**config.mk**
```make
export PLATFORM = sky130hd
export DESIGN_NAME = btn_debounce
export DESIGN_NICKNAME = d
export VERILOG_FILES = /design/src/rtl/btn_debounce_pkg.sv /design/src/rtl/sync_2ff.sv /design/src/rtl/btn_debounce.sv
export SDC_FILE = /design/constraint.sdc
export NUM_CORES = 1
export LEC_CHECK = 0
export ABC_AREA = 1
export ABC_CLOCK_PERIOD_IN_PS = 900
export CELL_PAD_IN_SITES_DETAIL_PLACEMENT = 0
export CELL_PAD_IN_SITES_GLOBAL_PLACEMENT = 1
export CORE_AREA = 2 2 39 41
export CTS_CLUSTER_DIAMETER = 150
export DETAILED_ROUTE_END_ITERATION = 10
export DIE_AREA = 0 0 41 43
export PLACE_DENSITY = 0.65
export SKIP_CTS_REPAIR_TIMING = 1
export SLEW_MARGIN = 0
export SYNTH_ARGS = -nofsm -noshare
export SYNTH_HDL_FRONTEND = slang
export SYNTH_SLANG_ARGS = --single-unit
```
**constraint.sdc**
```tcl
create_clock -name clk -period 0.9 [get_ports clk]
set_input_delay 0.225 -clock clk [delete_from_list [all_inputs] [get_ports clk]]
set_output_delay 0.225 -clock clk [all_outputs]
set_load 0.1 [all_outputs]
```
**src/rtl/btn_debounce_pkg.sv**
```systemverilog
// Shared types and defaults for the push-button debouncer.
package btn_debounce_pkg;

    typedef enum logic [1:0] {
        IDLE   = 2'd0,
        CHK_HI = 2'd1,
        HELD   = 2'd2,
        CHK_LO = 2'd3
    } state_t;

    localparam int DEFAULT_DEBOUNCE_CYCLES = 4;
    localparam int DEFAULT_REPEAT_CYCLES   = 8;

endpackage

```
**src/rtl/sync_2ff.sv**
```systemverilog
// Two-flop synchronizer for a single asynchronous level.
module sync_2ff (
    input  logic clk,
    input  logic rst,
    input  logic d,
    output logic q
);

    logic meta;

    always_ff @(posedge clk) begin
        if (rst) begin
            meta <= 1'b0;
            q    <= 1'b0;
        end else begin
            meta <= d;
            q    <= meta;
        end
    end

endmodule

```
**src/rtl/btn_debounce.sv**
```systemverilog
// Push-button debouncer: 2-flop sync, 4-state qualify FSM, registered level/press/release.
// Optional auto-repeat of btn_press while held is compiled in with BTN_DEBOUNCE_AUTOREPEAT_EN.
module btn_debounce
    import btn_debounce_pkg::*;
#(
    parameter int DEBOUNCE_CYCLES = DEFAULT_DEBOUNCE_CYCLES,
    parameter int REPEAT_CYCLES   = DEFAULT_REPEAT_CYCLES
) (
    input  logic clk,
    input  logic rst,
    input  logic btn_in,
    output logic btn_level,
    output logic btn_press,
    output logic btn_release
);

    localparam int CW = $clog2(DEBOUNCE_CYCLES);
    localparam logic [CW-1:0] CNT_LAST = CW'(DEBOUNCE_CYCLES - 1);

    logic          btn_sync;
    state_t        state, state_nxt;
    logic [CW-1:0] cnt, cnt_nxt;
    logic          level_nxt, press_nxt, release_nxt;
    logic          rep_pulse;

    sync_2ff u_sync (
        .clk (clk),
        .rst (rst),
        .d   (btn_in),
        .q   (btn_sync)
    );

    always_ff @(posedge clk) begin
        if (rst) begin
            state <= IDLE;
            cnt   <= '0;
        end else begin
            state <= state_nxt;
            cnt   <= cnt_nxt;
        end
    end

    // Every state exit clears cnt, so it never counts past CNT_LAST.
    always_comb begin
        state_nxt   = state;
        cnt_nxt     = cnt;
        level_nxt   = btn_level;
        press_nxt   = 1'b0;
        release_nxt = 1'b0;
        case (state)
            IDLE: begin
                if (btn_sync) begin
                    state_nxt = CHK_HI;
                    cnt_nxt   = '0;
                end
            end
            CHK_HI: begin
                if (!btn_sync) begin
                    state_nxt = IDLE;
                    cnt_nxt   = '0;
                end else if (cnt == CNT_LAST) begin
                    state_nxt = HELD;
                    cnt_nxt   = '0;
                    level_nxt = 1'b1;
                    press_nxt = 1'b1;
                end else begin
                    cnt_nxt = cnt + CW'(1);
                end
            end
            HELD: begin
                if (!btn_sync) begin
                    state_nxt = CHK_LO;
                    cnt_nxt   = '0;
                end
            end
            CHK_LO: begin
                if (btn_sync) begin
                    state_nxt = HELD;
                    cnt_nxt   = '0;
                end else if (cnt == CNT_LAST) begin
                    state_nxt   = IDLE;
                    cnt_nxt     = '0;
                    level_nxt   = 1'b0;
                    release_nxt = 1'b1;
                end else begin
                    cnt_nxt = cnt + CW'(1);
                end
            end
            default: begin
                state_nxt = IDLE;
                cnt_nxt   = '0;
            end
        endcase
    end

`ifdef BTN_DEBOUNCE_AUTOREPEAT_EN
    localparam int RW = $clog2(REPEAT_CYCLES);
    localparam logic [RW-1:0] REP_LAST = RW'(REPEAT_CYCLES - 1);

    logic [RW-1:0] rep_cnt, rep_cnt_nxt;

    // Counts only while staying in HELD; entry and exit both leave it at zero.
    always_comb begin
        rep_cnt_nxt = '0;
        rep_pulse   = 1'b0;
        if (state == HELD && state_nxt == HELD) begin
            if (rep_cnt == REP_LAST) begin
                rep_pulse = 1'b1;
            end else begin
                rep_cnt_nxt = rep_cnt + RW'(1);
            end
        end
    end

    always_ff @(posedge clk) begin
        if (rst) begin
            rep_cnt <= '0;
        end else begin
            rep_cnt <= rep_cnt_nxt;
        end
    end
`else
    logic unused_repeat;
    assign unused_repeat = |REPEAT_CYCLES;
    assign rep_pulse     = 1'b0;
`endif

    always_ff @(posedge clk) begin
        if (rst) begin
            btn_level   <= 1'b0;
            btn_press   <= 1'b0;
            btn_release <= 1'b0;
        end else begin
            btn_level   <= level_nxt;
            btn_press   <= press_nxt | rep_pulse;
            btn_release <= release_nxt;
        end
    end

endmodule

```
==> Word level (Yosys, flattened, before mapping) <==
Index checks and enable logic that the tools add are counted.
{ "word_totals": {"ff_bits": 9, "latch_bits": 0, "ram_bits": 0, "romBits": 0, "input_bits": 3, "out_inout_bits": 3, "wordCells": 49, "mem_count": 0} }
{ "op_classes": {"n_addsub": 1, "mul": 0, "div_mod_pow": 0, "order_cmp": 0, "n_eq_ne": 12, "n_shift": 0, "n_mux": 19, "n_bitwise": 3, "n_reduce_logical": 7} }
{ "ops": {"columns": ["op", "count"], "rows": [
  ["$mux 2", 11],
  ["$pmux 2 s4", 2],
  ["$ne 2x2->1 const B", 4],
  ["$eq 2x2->1 const B", 3],
  ["$reduce_or 3->1", 2],
  ["$mux 1", 5],
  ["$reduce_and 5->1", 1],
  ["$ne 2x1->1 const B", 2],
  ["$reduce_and 4->1", 1],
  ["$ne 3x2->1 const B", 1],
  ["$ne 3x3->1 const B", 1],
  ["$not 1->1", 3],
  ["$add 2x1->2 const B", 1],
  ["$eq 2x1->1 const B", 1],
  ["$logic_not 2->1", 1],
  ["$pmux 1 s2", 1],
  ["$reduce_and 2->1", 1],
  ["$reduce_bool 2->1", 1]
]} }

==> Logic depth before layout (Yosys ltp) <==
{ "depth": {"word_depth": 4, "mapped_depth": 6, "mapped_depth_nobuf": 6} }

==> Modules after synthesis <==
Synthesis repeated with hierarchy kept, for this count alone.
{ "hier_totals": {"cells_unflattened": 47, "area_unflattened_um2": 350.3} }
{ "modules_own_cells": {"columns": ["module", "instances", "cells_per_inst", "area_per_inst_um2", "seq_area_each_um2"], "rows": [
  ["btn_debounce", 1, 41, 295.3, 140.1],
  ["sync_2ff", 1, 6, 55.1, 40.0]
]} }

==> Worst setup path after synthesis <==
Ideal clock, no wire load.
{ "synth_path": {"kind": "reg2reg", "start": "reg btn_level (netlist name)", "end": "reg btn_level", "setup_ns": 0.069, "arrival_ns": 1.153, "required_time_ns": 0.831, "slack_ns": -0.322, "stages_incl_launch_ff": 3, "n_path_buf": 0, "synth_period_minus_slack_ns": 1.222, "path_cell_list": "dfxtp_1 nand3_1 o21ai_1"} }
{ "synth_lines": {"columns": ["item", "line", "text"], "rows": [
  ["end signal, assigned", "btn_debounce.sv:134", "btn_level <= level_nxt;"],
  ["end, declared", "btn_debounce.sv:12", "output logic btn_level,"]
]} }

==> Worst setup path after layout <==
{ "layout_path": {"start": "reg btn_level", "end": "out btn_level"} }
No word-level cell between the ends.

==> impl_metrics.ini <==
[routing]
drtIter0Drc = 4
wl_per_cell_um = 9.68
dr.pass1.iters = 2
drt-total-wl_um = 707
drcViolationCount = 0
antenna_left = 0
viasPerCell = 4.34
num_vias = 317

[power]
p_seq_share_pct = 53.6
p_clk_share_pct = 40.3
p_per_area_mw_per_mm2 = 1420
switchingPower_uw = 170
p_sw_share_pct = 22.0
internal_power_uw = 603
power_frac_comb_pct = 6.1
vdd_drop_max_v = 0.000858
p_leak_uw = 0.000243

[yosys]
avgSynthCellArea_sq_um = 7.70
yosysTopAreaCellShare_pct = 52.0
synth_fa_ha_area_share_pct = 3.61
synth_compound_area_share_pct = 5.78
synth-xor-area-share_pct = 0
yosysWarnings = 0
synth_mux_area_share_pct = 0
ys_types = 12
syn-num-nets = 49
synth-seq-area-share_pct = 52.0
synth_area_leader_cell = dfxtp_1
ys_top_cells_by_area = dfxtp_1, nand3_1, nand2_1
synth_area_sq_um = 347
synth_top_family_by_area = simple AND/OR/NAND/NOR gates
syn_inst = 45
synth_simple_gate_area_share_pct = 30.0
synth-seq-cells = 9

[critical_path]
critPathMaxStageDelay_ns = 0.36
worstPathArrival_ns = 0.80
r2r_start = cnt[0]$_SDFFE_PP0P_
rr_worst_depth = 6
path_cells = buf_12
worst-path-buf-inv = 1
end_kind = output pin
slowest_stage = dfxtp_2
rrSetupSlack_ns = -0.04
critical_path_class = flop to output pin
worstPathRequired_ns = 0.67
timing.rr.end = cnt[0]$_SDFFE_PP0P_
cp_top_family = flip-flops
crit_fanout = 2
startpoint_type = flop

[global_routing]
grt_pass1_vias = 284
grt_max_degree = 6
track_usage_pct = 9.97
antenna_found_initial = 0
grt_pass1_wl_um = 1110
gr-total-overflow = 0

[min_path]
min_to = u_sync.q$_SDFF_PP0_
hp-class = flop to flop
worstHoldStart = u_sync.meta$_SDFF_PP0_
hold_path_depth = 2

[sta]
fin_crit_ns = 1.02
setup_violations = 5
timing_hold_violations_final = 0
grt_setup_unrepaired = yes
period_share_pct = 113
report.final.slew_viol_count = 0
timing.hold.ws_ns = 0.394
finClkSkew_ns = 0.00422
fmax_mhz = 979
tightestPinTransition_ns = 0.235
tns_ns = -0.381
fin_ws_ns = -0.121
slew_headroom_pct = 84.3

[layout]
antenna_cells = 0
fillers = 147
final_common_cell = dfxtp_2
drive_gt1_share_pct = 49.1
syn2layout_area_growth_pct = 57.0
nNetsFinal = 62
final_cell_mix = dfxtp_2, nand3_1, nand2_1

[outcome]
status = finished, violations left
violations = negative setup slack

[floorplan]
core_sq_mm = 0.00138
start_util_pct = 25.0
io_pins = 6
die_area_sq_mm = 0.00176
row_count = 14
die_w_um = 41
die_h_um = 43

[clock_network]
cts_buffer_depth = 2
cts_buffers = 3
clk_latency_ns = 0.26
path_clk_slew_ns = 0.06
tritoncts = done
htreeDepth = 1
clockRootBuffer = clkbuf_4
cts_sinks = 9

[place]
port_buffers = 5
finalWeightedCongestion = 0.794
dp_hpwl_um = 497

[job]
drv_cap = 0
==> cells by family after synthesis <==
| kind of cell | count (synthesis) |
|---|---|
| AND/OR/NAND/NOR | 23 |
| flip-flops | 9 |
| buffers and inverters | 8 |
| AO/OA/AOI/OAI | 4 |
| adder cells (fa/ha/maj) | 1 |
==> synth_stat cells <==
cell and number:
o21ai_1 2, nand2_2 2, dfxtp_1 9, ha_1 1
a21oi_1 2, inv_2 2, nand2_1 8, and3_1 1
inv_1 6, nand4_1 1, nor2_1 5, nand3_1 6
==> power by group through the flow <==
stage | registers [uW] | logic (uW) | clock network (uW)
detailed placement | 421 | 43.8 | 0
floorplan | 420 | 20.3 | 0
global placement | 421 | 44.0 | 0
CTS | 412 | 44.0 | 315
global route | 415 | 53.1 | 332
finish | 415 | 47.4 | 311
==> worst max-delay path by stage <==
stage / startpoint / endpoint / slack, ns / cells past startpoint
2_1_floorplan: btn_level$_SDFFE_PP0P_ / btn_level$_SDFFE_PP0P_ / -0.01 / 2
3_3_place_gp: rst / btn_level$_SDFFE_PP0P_ / -0.21 / 4
3_5_place_dp: rst / btn_level$_SDFFE_PP0P_ / -0.21 / 4
4_1_cts: btn_level$_SDFFE_PP0P_ / btn_level / -0.12 / 1
5_1_grt: btn_level$_SDFFE_PP0P_ / btn_level / -0.14 / 1
6_report: btn_level$_SDFFE_PP0P_ / btn_level / -0.12 / 1
==> metrics by stage <==
step           util [%]  instance area [sq um]  instances  power, uW  worst slack [ns]
3_3_place_gp       34.4                    477         69        465            -0.205
2_1_floorplan         -                    354         45        440           -0.0108
3_5_place_dp       34.4                    477         69        465            -0.212
5_1_grt            39.3                    544         73        800            -0.140
6_report           39.3                    544         73        773            -0.121
4_1_cts            36.3                    503         73        771            -0.119
==> routing by layer <==
layer	part of all wire [%]	vias up	track usage [%]	wire, um
met3	4.1	5	4.71	29
met5	0	-	0	0
met1	41	136	12.3	288
li1	-	169	-	-
met2	51	7	11.6	362
met4	3.7	0	10.0	26
==> final cells by class <==
| type | instances | area [sq um] | share of cell area, % |
|---|---|---|---|
| tap | 16 | 20.0 | 3.68 |
| multi-input combinational | 28 | 174 | 32.0 |
| clock buffer | 4 | 26.3 | 4.83 |
| sequential | 9 | 189 | 34.7 |
| inverter | 8 | 32.5 | 5.98 |
| timing repair buffer | 8 | 103 | 18.9 |
Power figures use the tool's default switching activity.
